==> src/rtl/fifo_arb_pkg.sv <==
// Shared types and constants for the FIFO write-port arbiter.
package fifo_arb_pkg;

    typedef enum logic {IDLE, XFER} arb_state_t;

    localparam int FRAME_CNT_W = 16;

endpackage

==> src/rtl/rr_picker.sv <==
// Combinational round-robin search: first set request bit after last_grant,
// wrapping around, so the most recent owner has the lowest priority.
module rr_picker #(
    parameter int NUM_REQ = 4,
    parameter int ID_W    = $clog2(NUM_REQ)
) (
    input  logic [NUM_REQ-1:0] req,
    input  logic [ID_W-1:0]    last_grant,
    output logic [ID_W-1:0]    pick_id,
    output logic               pick_vld
);

    logic [ID_W-1:0] idx;

    // Walk offsets from farthest to nearest so the nearest hit overwrites.
    always_comb begin
        pick_id  = '0;
        pick_vld = 1'b0;
        idx      = '0;
        for (int off = NUM_REQ; off >= 1; off--) begin
            idx = ID_W'((int'(last_grant) + off) % NUM_REQ);
            if (req[idx]) begin
                pick_vld = 1'b1;
                pick_id  = idx;
            end
        end
    end

endmodule

==> src/rtl/fifo_wr_arbiter.sv <==
// Frame-granular round-robin arbiter for the async FIFO write port; holds the
// grant from first beat to accepted last beat and throttles on full.
//
// state | meaning
// IDLE  | no owner; arbitrate among valid requesters
// XFER  | grant_id owns the write port until its last beat is accepted
module fifo_wr_arbiter
    import fifo_arb_pkg::*;
#(
    parameter int NUM_REQ = 4,
    parameter int DATA_W  = 8,
    parameter int ID_W    = $clog2(NUM_REQ)
) (
    input  logic                      wclk,
    input  logic                      wr_rstn,
    input  logic [NUM_REQ-1:0]        req_valid,
    input  logic [NUM_REQ*DATA_W-1:0] req_data,
    input  logic [NUM_REQ-1:0]        req_last,
    output logic [NUM_REQ-1:0]        req_ready,
    input  logic                      full,
    output logic                      wr_en,
    output logic [DATA_W-1:0]         wr_data,
    output logic [ID_W-1:0]           grant_id,
    output logic                      busy,
    output logic                      frame_done,
    output logic [FRAME_CNT_W-1:0]    frame_cnt
);

    arb_state_t             state_q, state_d;
    logic [ID_W-1:0]        grant_q, grant_d;
    logic [ID_W-1:0]        last_grant_q, last_grant_d;
    logic                   frame_done_q, frame_done_d;
    logic [FRAME_CNT_W-1:0] frame_cnt_q, frame_cnt_d;
    logic [ID_W-1:0]        pick_id;
    logic                   pick_vld;

    rr_picker #(
        .NUM_REQ (NUM_REQ),
        .ID_W    (ID_W)
    ) u_rr_picker (
        .req        (req_valid),
        .last_grant (last_grant_q),
        .pick_id    (pick_id),
        .pick_vld   (pick_vld)
    );

    assign wr_data = req_data[grant_q*DATA_W +: DATA_W];

    always_comb begin
        state_d      = state_q;
        grant_d      = grant_q;
        last_grant_d = last_grant_q;
        frame_done_d = 1'b0;
        frame_cnt_d  = frame_cnt_q;
        req_ready    = '0;
        wr_en        = 1'b0;
        case (state_q)
            IDLE: begin
                if (pick_vld) begin
                    grant_d = pick_id;
                    state_d = XFER;
                end
            end
            XFER: begin
                req_ready[grant_q] = ~full;
                wr_en              = req_valid[grant_q] & ~full;
                if (wr_en && req_last[grant_q]) begin
                    state_d      = IDLE;
                    last_grant_d = grant_q;
                    frame_done_d = 1'b1;
                    if (frame_cnt_q != '1) begin
                        frame_cnt_d = frame_cnt_q + 1'b1;
                    end
                end
            end
            default: state_d = IDLE;
        endcase
    end

    // last_grant resets to the top index so requester 0 wins first.
    always_ff @(posedge wclk or negedge wr_rstn) begin
        if (!wr_rstn) begin
            state_q      <= IDLE;
            grant_q      <= '0;
            last_grant_q <= ID_W'(NUM_REQ - 1);
            frame_done_q <= 1'b0;
            frame_cnt_q  <= '0;
        end else begin
            state_q      <= state_d;
            grant_q      <= grant_d;
            last_grant_q <= last_grant_d;
            frame_done_q <= frame_done_d;
            frame_cnt_q  <= frame_cnt_d;
        end
    end

    assign grant_id   = grant_q;
    assign busy       = (state_q == XFER);
    assign frame_done = frame_done_q;
    assign frame_cnt  = frame_cnt_q;

endmodule

==> config.mk <==
export PLATFORM = sky130hd
export DESIGN_NAME = fifo_wr_arbiter
export DESIGN_NICKNAME = d
export VERILOG_FILES = /design/src/rtl/fifo_arb_pkg.sv /design/src/rtl/rr_picker.sv /design/src/rtl/fifo_wr_arbiter.sv
export SDC_FILE = /design/constraint.sdc
export NUM_CORES = 1
export LEC_CHECK = 0
export BUFFER_PORTS_ARGS = -buffer_cell sky130_fd_sc_hd__buf_2
export CAP_MARGIN = 20
export CORE_ASPECT_RATIO = 1.1
export CORE_MARGIN = 2
export CORE_UTILIZATION = 30
export DETAILED_ROUTE_END_ITERATION = 8
export SLEW_MARGIN = 20
export SYNTH_ARGS = -nofsm -noshare
export SYNTH_HDL_FRONTEND = slang
export SYNTH_SLANG_ARGS = --single-unit
==> constraint.sdc <==
create_clock -name wclk -period 1.6 [get_ports wclk]
set_input_delay 0.32 -clock wclk [delete_from_list [all_inputs] [get_ports wclk]]
set_output_delay 0.32 -clock wclk [all_outputs]
set_load 0.02 [all_outputs]
Word level (Yosys, flattened, before mapping). Cells that the tools add are included.

Bits in registers: 22. Bits of input ports: 43. Output and inout port bits: 33. Logic and storage cells: 56.

Add/sub/neg operators: 5. Order comparisons: 6. Equality and inequality tests: 1. Shifts and indexed selects: 1. Mux-type cells: 29. Bitwise logic cells: 4. Reduce and logical (&&, ||, !) cells: 5.

Operator list (count): 32-bit by 6-bit indexed part select with 8-bit output (1); 16-bit by 1-bit adder with 16-bit output (second input constant) (1); 1-bit two-way mux (16); 16-bit inequality test (second input constant) (1); 2-bit by 3-bit < comparator with 1-bit output (second input constant) (5); 1-bit binary-select mux with 2-bit select (6); 2-bit two-way mux (4); 2-bit by 1-bit adder with 2-bit output (second input constant) (2); 2-bit adder (second input constant) (2); 4-bit AND (1); 4-bit two-way mux (1); 2-bit AND reduction (2); 3-bit AND reduction (1); 1-bit demux with 2-bit select (1); 2-bit by 1-bit greater-or-equal comparator with 1-bit output (second input constant) (1); 1-bit logical AND (2); 1-bit inverter (2); 1-bit case mux with 2 select lines (1); 1-bit AND (1).

Longest topological paths before layout. Gate-level depths: netlist (run 1).

Word-level depth: 9. Mapped depth: 6.

By module. A second synthesis (run 1) with hierarchy kept.

Cells, all modules: 124. Area, all modules: 1461.4 sq um.

By module, submodules not included: fifo_wr_arbiter (times used 1, cells each 110, area an instance 1370.1 sq um, sequential area each 553.0 sq um); rr_picker (times used 1, cells each 14, area an instance 91.3 sq um, sequential area each 0.0 sq um).

Worst setup path after synthesis (run 1). Ideal clock, no wire load.

Path kind: register to register. Start point: register grant_q[0], in the netlist grant_id[0]. End point: register frame_cnt_q[3], in the netlist frame_cnt[3]. Library setup time: 130 ps. Arrival time: 1724 ps. Data required time: 1470 ps. Path slack: -254 ps. Stages on the path, launching flop included: 6. Path through: dfrtp_1 or3b_4 o22ai_4 o211a_4 nand4_1 xnor2_1.

Cells in the longest elaborated chain, start to end: 5.

Ends and longest elaborated chain: from (decl) (line fifo_wr_arbiter.sv:30) `logic [ID_W-1:0] grant_q, grant_d;`; from (signal assigned) (line fifo_wr_arbiter.sv:90) `grant_q <= grant_d;`; 1-bit binary-select mux with 2-bit select (line fifo_wr_arbiter.sv:66) `wr_en = req_valid[grant_q] & ~full;`; 1-bit two-way mux (not written as such) (line fifo_wr_arbiter.sv:66); 1-bit AND (line fifo_wr_arbiter.sv:66); 1-bit logical AND * (line fifo_wr_arbiter.sv:67) `if (wr_en && req_last[grant_q]) begin`; 3-bit AND reduction (no line) *; to (signal assigned) (line fifo_wr_arbiter.sv:93) `frame_cnt_q <= frame_cnt_d;`; to (decl) (line fifo_wr_arbiter.sv:33) `logic [FRAME_CNT_W-1:0] frame_cnt_q, frame_cnt_d;`.

Every way passes the cells marked *; elsewhere a longest branch is shown, timed or not. The select of a mux whose other input is x is not followed. A chain may end at the register's enable or synchronous reset.

Worst setup path in the final report (run 1).
Start point: register grant_q[0], in the netlist grant_id[0]. End point: output wr_data[3].

Cells in the longest elaborated chain, start to end: 1.

Ends and longest elaborated chain: 32-bit by 6-bit indexed part select with 8-bit output (line fifo_wr_arbiter.sv:47) `assign wr_data = req_data[grant_q*DATA_W +: DATA_W];`; to (decl) (line fifo_wr_arbiter.sv:22) `output logic [DATA_W-1:0] wr_data,`.

No other way between the ends.

==> results of run 1 <==
kinds of logic after synthesis:
logic type               after synthesis  share of synthesized area [%]
AO/OA/AOI/OAI                         16                           9.52
XOR/XNOR                              15                           9.62
adder cells (fa/ha/maj)                1                          0.916
buffers and inverters                  8                           2.29
flip-flops                            22                           40.5
multiplexers                          12                           17.0
AND/OR/NAND/NOR                       50                           20.1
sequential cells by signal, indices dropped and copies added (netlist names):
| signal | flops |
|---|---|
| frame_cnt | 16 |
| last_grant_q | 2 |
| busy | 1 |
| grant_id | 2 |
| frame_done | 1 |
cell usage after synthesis, drive strengths merged:
cell     instances  area share [%]
dfrtp           20              37
nand2           16             4.4
nor2            12             3.3
mux4             9              15
xor2             9             5.8
xnor2            6             3.8
inv              5             1.4
o21ai            5             1.8
a21oi            4             1.5
nand3            4             1.5
nand4            4             1.8
and3             3             1.4
mux2i            3             2.2
nor3             3             2.2
and2             2            0.92
clkbuf           2            0.55
dfstp            2             3.8
nor4             2            0.92
o211ai           2             1.5
o22ai            2             1.9
a31oi            1            0.46
and4             1            0.64
buf              1            0.37
ha               1            0.92
nand3b           1            0.55
nand4b           1             1.7
o2111ai          1             1.1
o211a            1             1.3
or3b             1            0.82
per-layer routing:
layer / vias to the layer above / share of wire [%] / track usage (%)
li1: 675 / - / -
met3: 7 / 12 / 4.78
met2: 73 / 52 / 33.3
met4: 0 / 2.0 / 6.44
met5: - / 0 / 0
met1: 655 / 35 / 17.1
power by group through the flow:
stage / logic (mW) / clock network, mW / registers [mW]
6_report: 2.11 / 0.344 / 0.767
3_3_place_gp: 1.65 / 0 / 0.783
4_1_cts: 2.03 / 0.362 / 0.779
3_5_place_dp: 1.67 / 0 / 0.789
5_1_grt: 2.28 / 0.388 / 0.780
2_1_floorplan: 0.879 / 0 / 0.899
metrics by stage:
stage / TNS (ps) / cell area (um2)
after global routing: -7110 / 2330
after floorplan: -2850 / 1380
after CTS: -4950 / 2250
after global placement: -1360 / 2020
final: -4790 / 2330
after detailed placement: -2140 / 2020
final timing paths:
| check | from | endpoint | cells after the start |
|---|---|---|---|
| min in group wclk | req_valid[2] | grant_id[1] | 3 |
| hold reg to reg | frame_cnt[8] | frame_cnt[8] | 1 |
| max in group asynchronous | wr_rstn | grant_id[0] | 1 |
| setup reg to reg | grant_id[0] | frame_cnt[14] | 8 |
| setup / recovery | grant_id[0] | wr_data[3] | 4 |
| hold / removal | wr_rstn | frame_cnt[6] | 1 |
worst max-delay path, stage by stage, from the launching register on:
cell,delay [ps]
dfrtp_2,440
buf_4,140
buf_4,120
mux4_2,420
buf_6,150
repair_timing:
item	CTS	global route
endpoints found under the setup margin	29	32
resized for setup	36	15
setup buffers	6	3
hold buffers	0	0
pin swaps	14	4
cell type report:
| cell class | instances | area, um2 |
|---|---|---|
| Fill cell | 406 | 2020 |
| Multi-Input combinational cell | 94 | 868 |
| Timing Repair Buffer | 112 | 773 |
| Sequential cell | 22 | 556 |
| Tap cell | 54 | 67.6 |
| Clock buffer | 4 | 45.0 |
| Inverter | 5 | 18.8 |
layout by cell type, fill, tap and decap left out, types with 2 or more instances in the layout:
cell type and count:
o21ai_0 3, a21oi_1 4, inv_1 4, and3_1 2
mux4_2 9, nand2_1 16, nor2_2 3, nor2_1 4
buf_6 18, mux2i_1 3, nand4_1 4, dfrtp_2 2
and2_1 2, dfstp_2 2, nand3_1 3, clkbuf_8 3
nor2_4 5, buf_4 30, xnor2_1 5, nor3_2 2
buf_2 62, dfrtp_1 18, xor2_1 9, o21ai_1 2
==> metrics.csv, run 1 <==
metric,value,unit
status,"complete, but fails checks",
failing checks,negative setup slack,
crit path time final,1860,ps
number of global-route vias before repair,1411,
CP required,1280,ps
DP Cell Count,279,
Min Hold Slack,14.6,ps
starting DRC count in detailed routing,20,
Comb power frac,65.5,%
DRC violations left,0,
CP Capture Type,primary output,
Seq pwr share,23.8,%
Final setup viols,29,
fin nets,282,
internal power,1.94,mW
clk buf depth,2,
Slew Limit Fails,0,
antenna violations before repair,0,
Sw Share,39.8,%
clk slew on worst S/H paths,70,ps
WL per Instance,14.6,um
Design Power,3.22,mW
Antenna Cells,0,
area of the mapped netlist,1370,um2
vias per cell,4.85,
min-delay worst type,input pin to asynchronous set/reset pin,
RSZ-0062 raised after global routing,true,
Util after Layout,53.6,%
Ports,76,
Chip Height,74.8,um
FP Rows,25,
die area,5110,um2
"Avg Cell Area, Syn",11.0,um2
GRT Total Usage,17.2,%
Synth Warn #,0,
Pleak,1.19,nW
share of layout cells above drive strength 1,63.3,%
relative slew slack,67.3,%
Max Cap Violations,0,
f_max,537,MHz
Routability Congestion,0.787,
Tightest Pin Transition,490,ps
core area,4350,um2
"Max FO, Critical Path",5,
vias post-DR,1410,
worst vdd ir,0.000805,V
drt pass-1 iters,3,
Reg2Reg Setup Slack,-220,ps
Yosys reg bits,22,
post-synthesis net count,168,
# port buffers,75,
Congestion Overflow GR,0,
PwrDens,1380,nW/um2
Clock Power Share,10.7,%
Finished Layout Cells,291,
CTS tree,built,
global-route wire length before repair,6390,um
area delta synth->final,70.4,%
clk_lat worst skew,260,ps
"Seq/Total Area, Yosys",40.5,%
Final HPWL DP,3390,um
Final WS setup,-262,ps
startpoint class of the critical path,register,
critical path type,register to primary output,
number of CTS-inserted buffers,3,
clock sink count,22,
fraction of the cycle the final worst path needs,116,%
CTS Root Cell,clkbuf_8,
final hold viol count,0,
Worst EP arrival,1540,ps
Cells after Synth,124,
Max Clock Skew,1.58,ps
NetSw,1.28,mW
Starting Density,31.4,%
Routed Antenna Nets,0,
H-tree Lvls,1,
final wirelength,4240,um
DP Worst Slack,-179,ps
synth unique cells,33,
Die Wd,68.3,um
largest net degree at the start of global routing,23,
Power figures use the tool's default switching activity.
==> run 2, diff against run 1 <==
- CORE_UTILIZATION: 30 -> 40
- PLACE_DENSITY: default -> 0.76
==> run 2 against run 1 <==
Final cell count shrank 6.9%; die area is 24% lower; register-to-register slack got worse by 110 ps; the run still ends with negative setup slack left; critical path depth is the same; non-clock buffer count down 2; count of clock-buffer cells in the layout did not move; sequential power is 1% higher; critical endpoint is now wr_data[1]; global-route usage rose by 7.4 points; power grew 7.5%.
==> metrics.csv, run 2 (synthesis gave the netlist of run 1 again) <==
metric,value,unit
crit path time final,1950,ps
vias post-DR,1446,
NetSw,1.41,mW
critical path's slowest cell,mux4_2,
Pleak,1.20,nW
fin nets,280,
drt pass-1 iters,4,
Worst EP arrival,1630,ps
status,"complete, but fails checks",
Congestion Overflow GR,0,
final hold viol count,0,
Final setup viols,33,
Antenna Cells,0,
internal power,2.05,mW
Routability Congestion,0.836,
# port buffers,75,
WL per Instance,17.0,um
startpoint class of the critical path,register,
PwrDens,1440,nW/um2
share of layout cells above drive strength 1,66.8,%
WP depth,4,
Sw Share,40.7,%
"commonest cells after routing, fill and taps aside","buf_2, buf_6, buf_4",
worst path cell trace,buf_12 -> buf_12 -> mux4_2 -> buf_6,
clk buf depth,2,
Final WS setup,-353,ps
Reg2Reg Depth,7,
Max Cap Violations,0,
Seq pwr share,22.5,%
die area,3900,um2
clk_lat worst skew,310,ps
"Max FO, Critical Path",5,
fraction of the cycle the final worst path needs,122,%
CP Capture Type,primary output,
worst vdd ir,0.000787,V
core area,3300,um2
Reg2Reg Setup Slack,-330,ps
Worst setup endpoint,wr_data[1],
antenna violations before repair,0,
Clock Power Share,9.0,%
Chip Height,65.3,um
RSZ-0062 raised after global routing,true,
starting DRC count in detailed routing,38,
number of CTS-inserted buffers,3,
DP Worst Slack,-186,ps
Largest register FFs,16,
Util after Layout,73.0,%
critical path type,register to primary output,
Die Wd,59.7,um
area delta synth->final,76.5,%
Starting Density,41.4,%
vias per cell,5.34,
Max Clock Skew,3.55,ps
H-tree Lvls,1,
crit path from,grant_id[0],
relative slew slack,66.0,%
Worst path most repeated cell,buf_12,
CTS Root Cell,clkbuf_4,
"most common cell after layout, fill and taps aside",buf_2,
DRC violations left,0,
R2R Path End,frame_cnt[14],
clock sink count,22,
CTS tree,built,
Routed Antenna Nets,0,
final wirelength,4610,um
largest net degree at the start of global routing,23,
Slew Limit Fails,0,
critical path's top delay family,multiplexers,
reg-to-reg critical path startpoint,grant_id[0],
Final HPWL DP,3420,um
Ports,76,
number of global-route vias before repair,1519,
WP buf/inv,3,
min-delay worst type,input pin to register,
largest stage delay on the critical path,530,ps
Comb power frac,68.6,%
failing checks,negative setup slack,
Tightest Pin Transition,505,ps
FP Rows,22,
GRT Total Usage,24.6,%
f_max,512,MHz
clk slew on worst S/H paths,120,ps
global-route wire length before repair,7040,um
CP required,1280,ps
[run 2: cell type report]
type | instances | area (um2)
fillers | 240 | 892
repair buffers | 110 | 813
multi-input cells | 94 | 937
flip-flops and latches | 22 | 556
inverters | 5 | 23.8
well taps | 36 | 45.0
clock buffers | 4 | 36.3
[run 2: repair_timing]
item,4_1_cts,5_1_grt
endpoints found under the setup margin,31,33
resized for setup,56,14
pin swaps,16,14
setup buffers,7,2
cloned,1,0
hold buffers,1,0
hold endpoints to repair,20,0
[run 2: worst min path at each step]
stage,startpoint,endpoint,cells after the start
2_1_floorplan,wr_rstn,busy,0
3_3_place_gp,wr_rstn,frame_cnt[8],1
3_5_place_dp,wr_rstn,frame_cnt[10],1
4_1_cts,req_valid[2],grant_id[1],3
5_1_grt,req_valid[2],grant_id[1],3
6_report,req_valid[2],grant_id[1],3
[run 2: power by group through the flow]
stage	clock, mW	combinational (mW)	sequential [mW]
finish	0.310	2.38	0.778
detailed placement	0	1.70	0.791
CTS	0.313	2.29	0.780
global route	0.343	2.52	0.793
global placement	0	1.68	0.786
floorplan	0	0.879	0.899
[run 2: metrics by stage]
step	TNS [ps]	instance area, um2	cells	total power [mW]	hold WS, ps
final	-8650	2410	271	3.46	332
after global routing	-10680	2410	271	3.66	326
after CTS	-9660	2360	270	3.38	316
after detailed placement	-2020	1990	257	2.49	309
after global placement	-1200	1990	257	2.47	301
after floorplan	-2850	1380	124	1.78	24.4
[run 2: routing by layer]
metal | GRT usage, % | up-vias | wire (um)
met5 | 0 | - | 0
met4 | 4.17 | 0 | 8
met3 | 7.87 | 2 | 477
met2 | 48.4 | 69 | 2520
met1 | 24.6 | 696 | 1600
li1 | - | 679 | -
[run 2: worst reg2reg max path: cells and delay by family (launching register included)]
| family | cells | cell delay, ps |
|---|---|---|
| AOI/OAI and AO/OA | 1 | 160 |
| xor gates and xnor gates | 1 | 150 |
| buffers and inverters | 2 | 310 |
| DFF | 1 | 450 |
| and+or+nand+nor | 3 | 790 |
==> run 3, diff against run 2 <==
- CTS_CLUSTER_SIZE: default -> 10
- REMOVE_ABC_BUFFERS: default -> 1
==> run 3 against run 2 <==
The flow still finishes with violations (negative setup slack); combinational power decreased by 11%; worst hold slack improved by 22 ps; cell area shrank 4.7%; register-to-register slack about the same; power is 7.2% lower; clock skew fell by 1.6 ps; final cell count is 0.74% lower; via count up 0.28%; flip-flop and latch count stayed put; critical path depth did not move; largest cell class unchanged; largest power group unchanged.
==> metrics.csv, run 3 (synthesis gave the netlist of run 1 again) <==
metric,value,unit
Final setup viols,33,
DP Cell Count,257,
Worst EP arrival,1660,ps
final hold viol count,0,
CP required,1280,ps
Congestion Overflow GR,0,
area delta synth->final,68.2,%
number of global-route vias before repair,1409,
status,"complete, but fails checks",
Final WS setup,-376,ps
Routability Congestion,0.778,
Design Power,3.21,mW
Routed Antenna Nets,0,
Slew Limit Fails,0,
RSZ-0062 raised after global routing,true,
Util after Layout,69.6,%
antenna violations before repair,0,
Final HPWL DP,2940,um
min-delay worst type,input pin to register,
Starting Density,41.4,%
CTS Root Cell,clkbuf_4,
worst vdd ir,0.000845,V
Max Cap Violations,0,
f_max,506,MHz
clk slew on worst S/H paths,120,ps
DRC violations left,0,
final wirelength,4190,um
"Max FO, Critical Path",5,
PwrDens,1400,nW/um2
core area,3300,um2
largest net degree at the start of global routing,23,
critical path type,register to primary output,
Tightest Pin Transition,503,ps
fraction of the cycle the final worst path needs,124,%
relative slew slack,66.5,%
drt pass-1 iters,4,
setup tns final,-8430,ps
share of layout cells above drive strength 1,65.2,%
Finished Layout Cells,269,
global-route wire length before repair,6050,um
FP Rows,22,
H-tree Lvls,1,
DP Worst Slack,-150,ps
Largest register FFs,16,
vias post-DR,1450,
# port buffers,75,
WL per Instance,15.6,um
die area,3900,um2
fin nets,278,
Die Wd,59.7,um
clock sink count,22,
"commonest cells after routing, fill and taps aside","buf_2, buf_4, dfrtp_1",
Max Clock Skew,1.96,ps
clk_lat worst skew,300,ps
Ports,76,
startpoint class of the critical path,register,
CP Capture Type,primary output,
starting DRC count in detailed routing,50,
Chip Height,65.3,um
Antenna Cells,0,
CTS tree,built,
"most common cell after layout, fill and taps aside",buf_2,
clk buf depth,2,
Pleak,1.16,nW
vias per cell,5.39,
crit path time final,1980,ps
GRT Total Usage,20.4,%
number of CTS-inserted buffers,3,
failing checks,negative setup slack,
==> run 3: power by group <==
part           total [mW]  internal (mW)  switching (mW)
clock               0.307          0.139           0.168
combinational        2.13           1.08            1.05
sequential          0.781          0.680           0.101
total                3.21           1.90            1.32
==> run 3: worst max-delay path: stages (launching register included) <==
cell	delay, ps
dfrtp_1	440
buf_6	130
buf_12	110
mux4_2	520
buf_6	150
==> run 3: area by class of cell <==
cell class,count,area (um2)
Fill cell,265,1000
Timing Repair Buffer,108,734
Inverter,5,21.3
Tap cell,36,45.0
Sequential cell,22,553
Clock buffer,4,36.3
Multi-Input combinational cell,94,908
==> run 3: path summary, 6_finish.rpt <==
| check | startpoint | to | slack [ps] | cells after the start |
|---|---|---|---|---|
| min in group asynchronous | wr_rstn | frame_cnt[14] | 500 | 2 |
| min | req_valid[2] | grant_id[1] | 350 | 3 |
| max reg2reg | grant_id[0] | frame_cnt[7] | -330 | 9 |
| max | grant_id[0] | wr_data[5] | -380 | 4 |
| min reg2reg | frame_cnt[10] | frame_cnt[10] | 530 | 1 |
| max in group asynchronous | wr_rstn | last_grant_q[0] | 740 | 2 |
==> run 3: timing repair <==
action                                 in CTS  in global routing
resized for setup                          34                 24
endpoints found under the hold margin      20                  0
setup endpoints to repair                  28                 33
pin swaps                                  15                  8
cloned                                      0                  0
setup buffers                               3                  4
hold buffers                                1                  0
==> run 3: routing by layer <==
layer	global-route usage [%]	up-vias	wire, um
li1	-	672	-
met1	21.5	700	1460
met2	39.0	68	2310
met3	3.35	10	343
met4	7.78	0	77
met5	0	-	0
==> run 3: through the flow <==
step                      cell area (um2)  hold slack (ps)
after floorplan                      1350             24.4
after global placement               1970              307
after detailed placement             1970              316
after CTS                            2170              344
after global routing                 2300              376
final                                2300              353
